`config.mk`:
```
export PLATFORM = sky130hd
export DESIGN_NAME = us_timer_sched
export DESIGN_NICKNAME = d
export VERILOG_FILES = /design/src/rtl/us_timer_pkg.sv /design/src/rtl/us_tick_gen.sv /design/src/rtl/us_timer_sched.sv
export SDC_FILE = /design/constraint.sdc
export NUM_CORES = 1
export LEC_CHECK = 0
export CAP_MARGIN = 20
export CORE_MARGIN = 1
export CORE_UTILIZATION = 40
export DETAILED_ROUTE_END_ITERATION = 10
export PLACE_DENSITY = 0.76
export SLEW_MARGIN = 25
export SYNTH_ARGS = -nofsm -noshare
export SYNTH_HDL_FRONTEND = slang
export SYNTH_SLANG_ARGS = --single-unit
```
`constraint.sdc`:
```
create_clock -name clk -period 5.95 [get_ports clk]
set_clock_uncertainty 0.15 [all_clocks]
set_input_delay 1.785 -clock clk [delete_from_list [all_inputs] [get_ports clk]]
set_output_delay 1.785 -clock clk [all_outputs]
set_load 0.02 [all_outputs]
```
`src/rtl/us_timer_pkg.sv`:
```
// Shared types and constants for the shared microsecond interval timer.
package us_timer_pkg;

  localparam int unsigned US_PER_S = 1_000_000;

  typedef enum logic [1:0] {
    IDLE,
    ARM,
    RUN,
    DONE
  } state_t;

  function automatic int unsigned cycles_per_us(input int unsigned clk_freq);
    return clk_freq / US_PER_S;
  endfunction

endpackage

```
`src/rtl/us_tick_gen.sv`:
```
// Microsecond prescaler: counts 0..CPU-1 and pulses tick_o on the last count.
module us_tick_gen
  import us_timer_pkg::*;
#(
  parameter int unsigned CLK_FREQ = 100_000_000
) (
  input  logic clk,
  input  logic rst_n,
  input  logic clr_i,
  output logic tick_o
);

  localparam int unsigned   CPU  = cycles_per_us(CLK_FREQ);
  localparam int unsigned   PW   = (CPU > 1) ? $clog2(CPU) : 1;
  localparam logic [PW-1:0] LAST = PW'(CPU - 1);

  logic [PW-1:0] cnt;

  // NOTE: sequential state is updated with <= so every register samples pre-edge values.
  always_ff @(posedge clk or negedge rst_n) begin
    if (!rst_n) begin
      cnt <= '0;
    end else if (clr_i || cnt == LAST) begin
      cnt <= '0;
    end else begin
      cnt <= cnt + PW'(1);
    end
  end

  assign tick_o = !clr_i && (cnt == LAST);

endmodule

```
`src/rtl/us_timer_sched.sv`:
```
// Round-robin scheduler sharing one microsecond interval timer between NUM_REQ requesters.
module us_timer_sched
  import us_timer_pkg::*;
#(
  parameter  int unsigned CLK_FREQ = 100_000_000,
  parameter  int unsigned NUM_REQ  = 4,
  parameter  int unsigned MAX_US   = 65535,
  localparam int unsigned DW       = $clog2(MAX_US + 1)
) (
  input  logic                  clk,
  input  logic                  rst_n,
  input  logic [NUM_REQ-1:0]    req_i,
  input  logic [NUM_REQ*DW-1:0] dur_i,
  output logic [NUM_REQ-1:0]    grant_o,
  output logic [NUM_REQ-1:0]    done_o,
  output logic                  busy_o
);

  localparam int unsigned IW = $clog2(NUM_REQ);

  if (cycles_per_us(CLK_FREQ) == 0 ||
      cycles_per_us(CLK_FREQ) * US_PER_S != CLK_FREQ) begin : g_bad_clk_freq
    $error("us_timer_sched: CLK_FREQ must be a non-zero multiple of 1 MHz");
  end

  if (NUM_REQ < 2) begin : g_bad_num_req
    $error("us_timer_sched: NUM_REQ must be at least 2");
  end

  state_t               state;
  logic [IW-1:0]        owner;
  logic [IW-1:0]        last_grant;
  logic [DW-1:0]        dur;
  logic [DW-1:0]        us_cnt;
  logic                 tick;
  logic                 found;
  logic [IW-1:0]        next_idx;
  logic [NUM_REQ-1:0]   next_onehot;
  logic [DW-1:0]        dur_arr [NUM_REQ];

  for (genvar k = 0; k < NUM_REQ; k++) begin : g_unpack
    assign dur_arr[k] = dur_i[k*DW +: DW];
  end

  // Search starts just after the previous owner, so the previous owner ranks last.
  // NOTE: every variable written here gets a default first, so no latch is inferred.
  always_comb begin
    found    = 1'b0;
    next_idx = '0;
    for (int i = 1; i <= int'(NUM_REQ); i++) begin
      logic [IW-1:0] cand;
      cand = IW'((int'(last_grant) + i) % int'(NUM_REQ));
      if (!found && req_i[cand]) begin
        found    = 1'b1;
        next_idx = cand;
      end
    end
  end

  assign next_onehot = NUM_REQ'(1) << next_idx;

  us_tick_gen #(
    .CLK_FREQ(CLK_FREQ)
  ) u_tick_gen (
    .clk    (clk),
    .rst_n  (rst_n),
    .clr_i  (state != RUN),
    .tick_o (tick)
  );

  always_ff @(posedge clk or negedge rst_n) begin
    if (!rst_n) begin
      state      <= IDLE;
      owner      <= '0;
      last_grant <= IW'(NUM_REQ - 1);
      dur        <= '0;
      us_cnt     <= '0;
      grant_o    <= '0;
      done_o     <= '0;
      busy_o     <= 1'b0;
    end else begin
      done_o <= '0;
      if ((state == ARM || state == RUN) && !req_i[owner]) begin
        // Owner withdrew: release silently, and it still counts as the last grant.
        state      <= IDLE;
        last_grant <= owner;
        grant_o    <= '0;
        busy_o     <= 1'b0;
      end else begin
        case (state)
          IDLE: begin
            if (found) begin
              owner   <= next_idx;
              dur     <= dur_arr[next_idx];
              grant_o <= next_onehot;
              busy_o  <= 1'b1;
              if (dur_arr[next_idx] == '0) begin
                state  <= DONE;
                done_o <= next_onehot;
              end else begin
                state <= ARM;
              end
            end
          end
          ARM: begin
            us_cnt <= '0;
            state  <= RUN;
          end
          RUN: begin
            if (tick) begin
              if (us_cnt == dur - DW'(1)) begin
                state  <= DONE;
                done_o <= grant_o;
              end else begin
                us_cnt <= us_cnt + DW'(1);
              end
            end
          end
          DONE: begin
            state      <= IDLE;
            last_grant <= owner;
            grant_o    <= '0;
            busy_o     <= 1'b0;
          end
          default: state <= IDLE;
        endcase
      end
    end
  end

endmodule

```
# After elaboration in Yosys (flattened, before gate mapping)
# Cells that the tools add are included.
# word_totals
in_bits	70
wordCells	102
reg_bits	54
# op_classes
eq_ne	11
n_addsub	7
n_shift	1
muxes	45
n_reduce_logical	21
order_cmp	6
n_bitwise	2
# op_table
cell	n
two-way mux 16 bit	4
binary-select mux 16 bit (select 2 bit)	1
case mux 16 bit (2 select lines)	1
two-way mux 4 bit	7
two-way mux 2 bit	11
adder 16 x 1 -> 16 bit (second input constant)	1
== test 16 bit	1
logical NOT 16 bit	1
case mux 4 bit (2 select lines)	2
subtractor 16 x 1 -> 16 bit (second input constant)	1
less-than comparator 2 x 3 -> 1 bit (second input constant)	5
two-way mux 1 bit	11
binary-select mux 1 bit (select 2 bit)	5
case mux 2 bit (4 select lines)	1
adder 7 x 1 -> 7 bit (second input constant)	1
== test 7 bit (second input constant)	1
two-way mux 7 bit	1
!= test 2 bit (second input constant)	3
AND reduction 3 bit	2
logical AND 1 bit	5
logical NOT 1 bit	5
adder 2 x 1 -> 2 bit (second input constant)	2
adder 2 bit (second input constant)	2
== test 2 bit (second input constant)	2
15 further kinds	17

# Longest topological paths before layout
# Gate-level depths: netlist of run 1.
# depth
word_depth	22
mapped_depth	13
depth_no_buf	10

# Modules after synthesis
# Synthesis of run 1 repeated with hierarchy kept, for this count alone.
# hier_totals
cells_unflattened	427
hier_area_um2	3778.6
# by_module_without_submodules
mod	cells_each	area_each_um2	seq_area_each_um2	n_inst
us_timer_sched	396	3458.3	1178.6	1
us_tick_gen	31	320.3	175.2	1

# Worst setup path before layout of run 1
# No wires, ideal clock.
# synth_timing
path_type	input -> register
start	input req_i[2]
end	register done_o[1]
t_arrival_ps	3874
n_path_buf	3
setup_slack_ps	1847
cell_stages	11
required_ps	5721
setup_ps	79
path_cell_list	clkbuf_1 -> o21bai_1 -> a311o_1 -> clkbuf_1 -> clkbuf_1 -> a222oi_1 -> nand4_1 -> nor4_1 -> and3_1 -> nand2_1 -> a21oi_1
# synth_via
elab_chain_len	21
elab_cells_between_ends	36
# synth_rtl
item	line_no	rtl
start, declared	us_timer_sched.sv:12	input logic [NUM_REQ-1:0] req_i,
binary-select mux 1 bit (select 2 bit)	us_timer_sched.sv:53	if (!found && req_i[cand]) begin
two-way mux 1 bit (not written as such)	us_timer_sched.sv:53	
two-way mux 1 bit	us_timer_sched.sv:53	
logical NOT 1 bit	us_timer_sched.sv:53	
logical AND 1 bit	us_timer_sched.sv:53	
two-way mux 1 bit	us_timer_sched.sv:53	
logical NOT 1 bit	us_timer_sched.sv:53	
logical AND 1 bit	us_timer_sched.sv:53	
[4 not listed]	n/a	
NOT 2 -> 3 bit (not written as such)	us_timer_sched.sv:97	if (dur_arr[next_idx] == '0) begin
binary-select mux 16 bit (select 2 bit)	us_timer_sched.sv:97	
two-way mux 16 bit (not written as such) (2 in a row)	us_timer_sched.sv:97	
logical NOT 16 bit	us_timer_sched.sv:97	
two-way mux 4 bit	us_timer_sched.sv:97	
two-way mux 4 bit	us_timer_sched.sv:92	if (found) begin
case mux 4 bit (2 select lines)	us_timer_sched.sv:90	case (state)
two-way mux 4 bit (*)	us_timer_sched.sv:83	if ((state == ARM || state == RUN) && !req_i[owner]) begin
end signal, assigned	us_timer_sched.sv:99	done_o <= next_onehot;
end signal, assigned	us_timer_sched.sv:113	done_o <= grant_o;
end, declared	us_timer_sched.sv:15	output logic [NUM_REQ-1:0] done_o,
# Mark *: on every way between the ends. The rest lies on a longest branch, timed or not. The select of a mux whose other input is x is not followed.
# A chain may end at the register's enable or synchronous reset.

# Final worst setup path of run 1
# layout_timing
start	input req_i[3]
end	register done_o[1]
# Same word-level chain as after synthesis.

==> flow_metrics.env, run 1 <==
export IMPL_crit_chain="clkdlybuf4s50_1 -> and3b_1 -> a311o_1 -> a222oi_1 -> nand4_1 -> nor4_1 -> and3_1 -> nand2_1 -> a21oi_1"
export IMPL_synthXorXnorAreaFrac=0.0610
export IMPL_grt_pass1_vias=3271
export IMPL_core_sq_um=8890
export IMPL_drc=0
export IMPL_postCtsSetupRepairBufs=0
export IMPL_critPathArrivalTime_ns=4.81
export IMPL_cp_required_ns=6.04
export IMPL_crit_buf_inv=1
export IMPL_cellPowerDensity_nw_per_um2=373
export IMPL_initial_utilization=0.420
export IMPL_setup_tns_ns=0
export IMPL_synth_warnings=0
export IMPL_finalCriticalPeriod_ns=4.72
export IMPL_drtIter0Drc=264
export IMPL_synth_edff_count=0
export IMPL_critPathKind="input pin to flip-flop"
export IMPL_yosysSeqAreaShare=0.362
export IMPL_crit_family="compound AO/OA/AOI/OAI gates"
export IMPL_diodes=0
export IMPL_cts_sinks=54
export IMPL_postCtsHoldBufs=0
export IMPL_avgSynthCellArea_sq_um=8.77
export IMPL_nets=562
export IMPL_startpoint_type="input pin"
export IMPL_final_cells=594
export IMPL_synth_fa_ha_area_frac=0.0235
export IMPL_fp_dieArea_sq_um=9730
export IMPL_via_per_inst=6.03
export IMPL_dpl_hpwl_mm=7.74
export IMPL_max_freq_ghz=0.212
export IMPL_io_buffers=78
export IMPL_synth_compound_area_share=0.251
export IMPL_die_y_microns=98.6
export IMPL_layout_worst_path_cycle_share=0.793
export IMPL_synthMuxAreaShare=0.0235
export IMPL_track_usage=0.203
export IMPL_synth_distinct_cells=66
export IMPL_path_clk_slew_ns=0.10
export IMPL_grt_max_degree=55
export IMPL_setup_violations=0
export IMPL_synthesis_nets=503
export IMPL_grt_antenna_before_repair=0
export IMPL_tightest_slew_ns=0.936
export IMPL_firstDrtPassIters=9
export IMPL_die_w_microns=98.6
export IMPL_place_inst=586
export IMPL_dr_total_vias=3581
export IMPL_routedWlPerCell_microns=16.8
export IMPL_hold_violations=0
export IMPL_routed_wl_mm=9.97
export IMPL_rows=34
export IMPL_async_flop_share=1.00
export IMPL_gr_total_overflow=0
export IMPL_p_leak_nw=1.82
export IMPL_insertion_delay_ns=0.31
export IMPL_post_synth_instance_area_sq_um=3730
export IMPL_cp_end_kind="flip-flop"
export IMPL_synth_top_area_share=0.348
export IMPL_hold_class="flip-flop to flip-flop"
export IMPL_cap_violations=0
export IMPL_synth_top_family_by_area="compound AO/OA/AOI/OAI gates"
export IMPL_grt_pass1_wl_mm=15.9
export IMPL_detail_route_antenna_nets=0
export IMPL_outcome="completed"
export IMPL_crit_slowest_cell="clkdlybuf4s50_1"
export IMPL_peakVddDrop_v=0.000189
export IMPL_cts_root_buf="clkbuf_8"
export IMPL_synthToLayoutAreaGrowth_pct=24.1
export IMPL_yosys_area_share_simple=0.225
export IMPL_relSlewSlack=0.376
export IMPL_ys_dominant_reg_cell="dfrtp_1"
export IMPL_synth_seq_cells=54
export IMPL_yosys_top_cells_area="dfrtp_1, nand2_1, o21ai_0"
export IMPL_yosysTopAreaCell="dfrtp_1"
export IMPL_cts_buffers=5
export IMPL_syn_inst=426
export IMPL_cts_resized=0
export IMPL_crit_fanout=18
export IMPL_gp_congestion=0.914
export IMPL_cts_tree="built"
export IMPL_cts_htree_levels=2
export IMPL_utilization=0.521
export IMPL_pin_count=79
export IMPL_slew_viol_final=0
export IMPL_drive_gt1_frac=0.0576
export IMPL_cp_slowest_stage_delay_ns=0.70
export IMPL_rsz0062_at_grt="no"
export IMPL_cts_buffer_depth=2
-- cells in the final DEF, fill, tap and decap left out, types with 3 or more instances in the layout --
master / count
a21boi_0: 16
a21oi_1: 18
a222oi_1: 14
a22o_1: 3
a22oi_1: 3
and3_1: 5
and4_1: 3
buf_4: 3
clkbuf_8: 6
clkdlybuf4s50_1: 77
dfrtp_1: 52
ha_1: 7
inv_1: 15
mux2_2: 4
nand2_1: 48
nand2b_1: 4
nand3_1: 15
nand4_1: 6
nor2_1: 24
nor2b_1: 3
nor3_1: 4
nor3b_1: 6
nor4_1: 11
o211ai_1: 5
o21a_1: 3
o21ai_0: 31
o21ai_1: 3
o21bai_1: 3
o31ai_1: 6
or3_1: 10
or4_1: 8
xnor2_1: 16
xor2_1: 10
-- metal layers --
metal / track usage / share of wire / vias up
met2: 0.346 / 0.48 / 149
met3: 0.0312 / 0.057 / 7
met4: 0.0459 / 0.0078 / 0
met1: 0.273 / 0.46 / 1712
li1: - / - / 1713
met5: 0 / 0 / -
-- cells in the mapped netlist (all sizes together), types with 12 or more instances --
library cell / number
dfrtp: 52
nand2: 48
o21ai: 35
nor2: 24
clkbuf: 23
a21oi: 18
a21boi: 17
nand3: 16
xnor2: 16
inv: 15
a222oi: 14
nor4: 12
-- metrics by stage --
step | total power, W | setup WS (ns) | cell area (sq um) | hold slack [ns]
final | 0.00173 | 1.23 | 4630 | 0.318
after floorplan | 0.00126 | 1.85 | 3730 | 0.283
after CTS | 0.00173 | 1.29 | 4630 | 0.323
after global routing | 0.00186 | 1.04 | 4630 | 0.341
after detailed placement | 0.00151 | 0.960 | 4530 | 0.306
after global placement | 0.00147 | 1.07 | 4530 | 0.300
-- worst paths after layout --
kind / startpoint / endpoint / cells past startpoint / slack, ns
worst max-delay path: req_i[3] / done_o[1] / 9 / 1.23
worst min-delay path: u_tick_gen.cnt[0] / u_tick_gen.cnt[0] / 1 / 0.32
worst max register to register: dur[0] / us_cnt[13] / 10 / 1.85
worst min register to register: u_tick_gen.cnt[0] / u_tick_gen.cnt[0] / 1 / 0.32
max in group asynchronous: rst_n / dur[4] / 2 / 3.77
min in group asynchronous: rst_n / u_tick_gen.cnt[2] / 2 / 1.43
-- registers in the layout, summed over array words and instances, names as in the netlist --
name and cells:
busy_o 1, done_o 4, dur 16, grant_o 4
last_grant 2, owner 2, state 2, u_tick_gen.cnt 7
us_cnt 16
-- where the power goes --
group / internal (W) / switching, W / leakage [nW]
sequential: 0.000470 / 0.000142 / 0.712
clock: 0.0000959 / 0.000120 / 0.0514
combinational: 0.000392 / 0.000507 / 1.06
total: 0.000958 / 0.000769 / 1.82
-- layout make-up --
class / count / area (sq um)
Clock buffer: 6 / 82.6
Clock inverter: 2 / 17.5
Fill cell: 814 / 4260
Inverter: 15 / 56.3
Multi-Input combinational cell: 328 / 2190
Sequential cell: 54 / 1350
Tap cell: 108 / 135
Timing Repair Buffer: 81 / 798
-- cell families (layout without fill, tap and decap cells) --
group                      after synthesis  after routing
AOI/OAI and AO/OA                      129            129
xor gates and xnor gates                26             26
adders and majority gates                7              7
buffers and inverters                   44            104
DFF                                     54             54
muxes                                    7              7
and+or+nand+nor                        159            159
-- worst reg2reg max path, stage by stage, from the launching register on --
cell	delay, ns
dfrtp_1	0.46
inv_1	0.09
ha_1	0.20
or4b_1	0.63
or3_1	0.44
a2111o_1	0.45
a2111oi_4	0.36
o211ai_2	0.21
o21ai_4	0.60
o311ai_0	0.28
o41ai_1	0.12
No activity file was read; power rests on OpenSTA's default activity.
==> inputs of run 2 (changes only) <==
==> constraint.sdc (replaced) <==
create_clock -name clk -period 4.38 [get_ports clk]
set_clock_uncertainty 0.15 [all_clocks]
set_input_delay 1.314 -clock clk [delete_from_list [all_inputs] [get_ports clk]]
set_output_delay 1.314 -clock clk [all_outputs]
set_load 0.02 [all_outputs]
==> run 2 against run 1 <==
  * Sequential power rose by 37%
  * Register-to-register slack got worse by 1.2 ns
  * Worst setup slack got worse by 0.89 ns
  * Via count rose by 0.45%
  * Sequential share of layout area fell by 0.46 points
  * Utilization rose by 0.83 points
  * Sequential cell count did not move
  * Clock power rose by 33%
  * Die area did not move
  * Routed wire length barely moved
  * Clock-buffer cell count rose by 1
  * Critical path type unchanged
==> flow_metrics.env, run 2 (synthesis gave the netlist of run 1 again) <==
export IMPL_drt_met1_wl_mm=4.35
export IMPL_startpoint="req_i[3]"
export IMPL_finalCriticalPeriod_ns=4.04
export IMPL_io_buffers=78
export IMPL_postCtsSetupRepairBufs=0
export IMPL_layout_worst_path_cycle_share=0.923
export IMPL_wl_met2_mm=4.79
export IMPL_dr_total_vias=3597
export IMPL_nets=572
export IMPL_grt_pass1_vias=3520
export IMPL_cts_buffer_depth=2
export IMPL_detail_route_antenna_nets=0
export IMPL_rsz0062_at_grt="no"
export IMPL_path_clk_slew_ns=0.09
export IMPL_slew_viol_final=0
export IMPL_crit_family="compound AO/OA/AOI/OAI gates"
export IMPL_cap_violations=0
export IMPL_diodes=0
export IMPL_dpl_hpwl_mm=7.83
export IMPL_crit_fanout=18
export IMPL_core_sq_um=8890
export IMPL_outcome="completed"
export IMPL_cp_slowest_stage_delay_ns=0.56
export IMPL_crit_top_cell="nand2_1"
export IMPL_grt_max_degree=42
export IMPL_p_clk_frac=0.121
export IMPL_regToRegStartpoint="dur[0]"
export IMPL_routed_wl_mm=9.96
export IMPL_hold_class="flip-flop to flip-flop"
export IMPL_crit_buf_inv=1
export IMPL_hold_violations=0
export IMPL_fp_dieArea_sq_um=9730
export IMPL_dr_wl_met3_microns=589
export IMPL_p_leak_nw=1.87
export IMPL_drc=0
export IMPL_p_sw_frac=0.440
export IMPL_insertion_delay_ns=0.30
export IMPL_critPathKind="input pin to flip-flop"
export IMPL_cts_resized=0
export IMPL_crit_chain="clkdlybuf4s50_1 -> and3b_1 -> a311o_1 -> a222oi_1 -> nand2_1 -> nor4_1 -> and3_1 -> nand2_1 -> a21oi_1"
export IMPL_cts_root_buf="clkbuf_8"
export IMPL_path_depth=9
export IMPL_gr_total_overflow=0
export IMPL_initial_utilization=0.420
export IMPL_rows=34
export IMPL_power_w=0.00238
export IMPL_cp_end_kind="flip-flop"
export IMPL_via_per_inst=5.96
export IMPL_crit_slowest_cell="clkdlybuf4s50_1"
export IMPL_r2r_end="us_cnt[11]"
export IMPL_comb_power_share=0.527
export IMPL_max_freq_ghz=0.247
export IMPL_routedWlPerCell_microns=16.5
export IMPL_cts_tree="built"
export IMPL_grt_antenna_before_repair=0
export IMPL_reg_top3="dur: 16 flops, us_cnt: 16 flops, u_tick_gen.cnt: 7 flops"
export IMPL_tightest_slew_ns=0.680
export IMPL_cts_buffers=5
export IMPL_p_int_w=0.00133
export IMPL_netSwitchingPower_w=0.00105
export IMPL_die_y_microns=98.6
export IMPL_setup_violations=0
export IMPL_grt_pass1_wl_mm=16.5
export IMPL_drtIter0Drc=242
export IMPL_die_w_microns=98.6
export IMPL_drive_gt1_frac=0.0746
export IMPL_reg2reg_slack_ns=0.61
export IMPL_reg2reg_depth=11
export IMPL_cts_htree_levels=2
export IMPL_relSlewSlack=0.547
export IMPL_peakVddDrop_v=0.000206
export IMPL_synthToLayoutAreaGrowth_pct=26.0
export IMPL_topRoutingLayerUsed="met4"
export IMPL_n_fill_cell=802
export IMPL_firstDrtPassIters=7
export IMPL_postCtsHoldBufs=0
export IMPL_cellPowerDensity_nw_per_um2=505
export IMPL_track_usage=0.211
export IMPL_pin_count=79
export IMPL_cp_required_ns=4.46
export IMPL_startpoint_type="input pin"
export IMPL_gp_congestion=0.921
export IMPL_cts_sinks=54
export IMPL_final_cell_mix="clkdlybuf4s50_1, dfrtp_1, nand2_1, o21ai_0, nor2_1"
export IMPL_power_share_sequential=0.352
export IMPL_setup_tns_ns=0
export IMPL_layout_commonest_cell="clkdlybuf4s50_1"
export IMPL_critPathArrivalTime_ns=4.12
export IMPL_critical_path_endpoint="done_o[1]"
## run 2: cell type report
class,count,area [sq um],share of cell area
inverters,15,56.3,0.0120
repair buffers,91,888,0.189
clock inverters,1,5.00,0.00106
clock buffers,7,86.3,0.0183
flip-flops and latches,54,1350,0.288
multi-input cells,328,2180,0.464
well taps,108,135,0.0287
## run 2: worst register-to-register path, delay by kind of cell (launching register included)
kind                     cells  cell delay (ns)
flip-flops                   1             0.47
adder cells (fa/ha/maj)      1             0.19
AND/OR/NAND/NOR              3             0.93
AO/OA/AOI/OAI                5             1.65
buffers and inverters        2             0.30
## run 2: power by group through the flow
stage	logic, W	registers (W)	clock network (W)
final	0.00125	0.000836	0.000288
after global routing	0.00139	0.000862	0.000314
after CTS	0.00125	0.000835	0.000292
after detailed placement	0.00124	0.000844	0
after global placement	0.00120	0.000831	0
after floorplan	0.000951	0.000765	0
## run 2: worst min-delay path by stage
stage                       from                 to  slack, ns  cells after the start
2_1_floorplan  u_tick_gen.cnt[0]  u_tick_gen.cnt[0]       0.28                      1
3_3_place_gp   u_tick_gen.cnt[0]  u_tick_gen.cnt[0]       0.30                      1
3_5_place_dp   u_tick_gen.cnt[0]  u_tick_gen.cnt[0]       0.31                      1
4_1_cts        u_tick_gen.cnt[0]  u_tick_gen.cnt[0]       0.32                      1
5_1_grt        u_tick_gen.cnt[0]  u_tick_gen.cnt[0]       0.33                      1
6_report       u_tick_gen.cnt[0]  u_tick_gen.cnt[0]       0.31                      1
## run 2: metal layers
metal	vias to the layer above	GRT usage
met5	-	0
met4	0	0.0689
met3	20	0.0326
met2	156	0.363
met1	1691	0.272
li1	1730	-
## run 2: stage by stage
stage | cells | hold slack, ns | cell area [sq um] | util | worst slack [ns]
6_report | 604 | 0.314 | 4710 | 0.529 | 0.339
5_1_grt | 604 | 0.333 | 4710 | 0.529 | 0.0757
4_1_cts | 604 | 0.320 | 4700 | 0.529 | 0.352
3_5_place_dp | 596 | 0.307 | 4610 | 0.519 | 0.0440
3_3_place_gp | 596 | 0.302 | 4610 | 0.519 | 0.217
2_1_floorplan | 426 | 0.283 | 3730 | - | 0.748
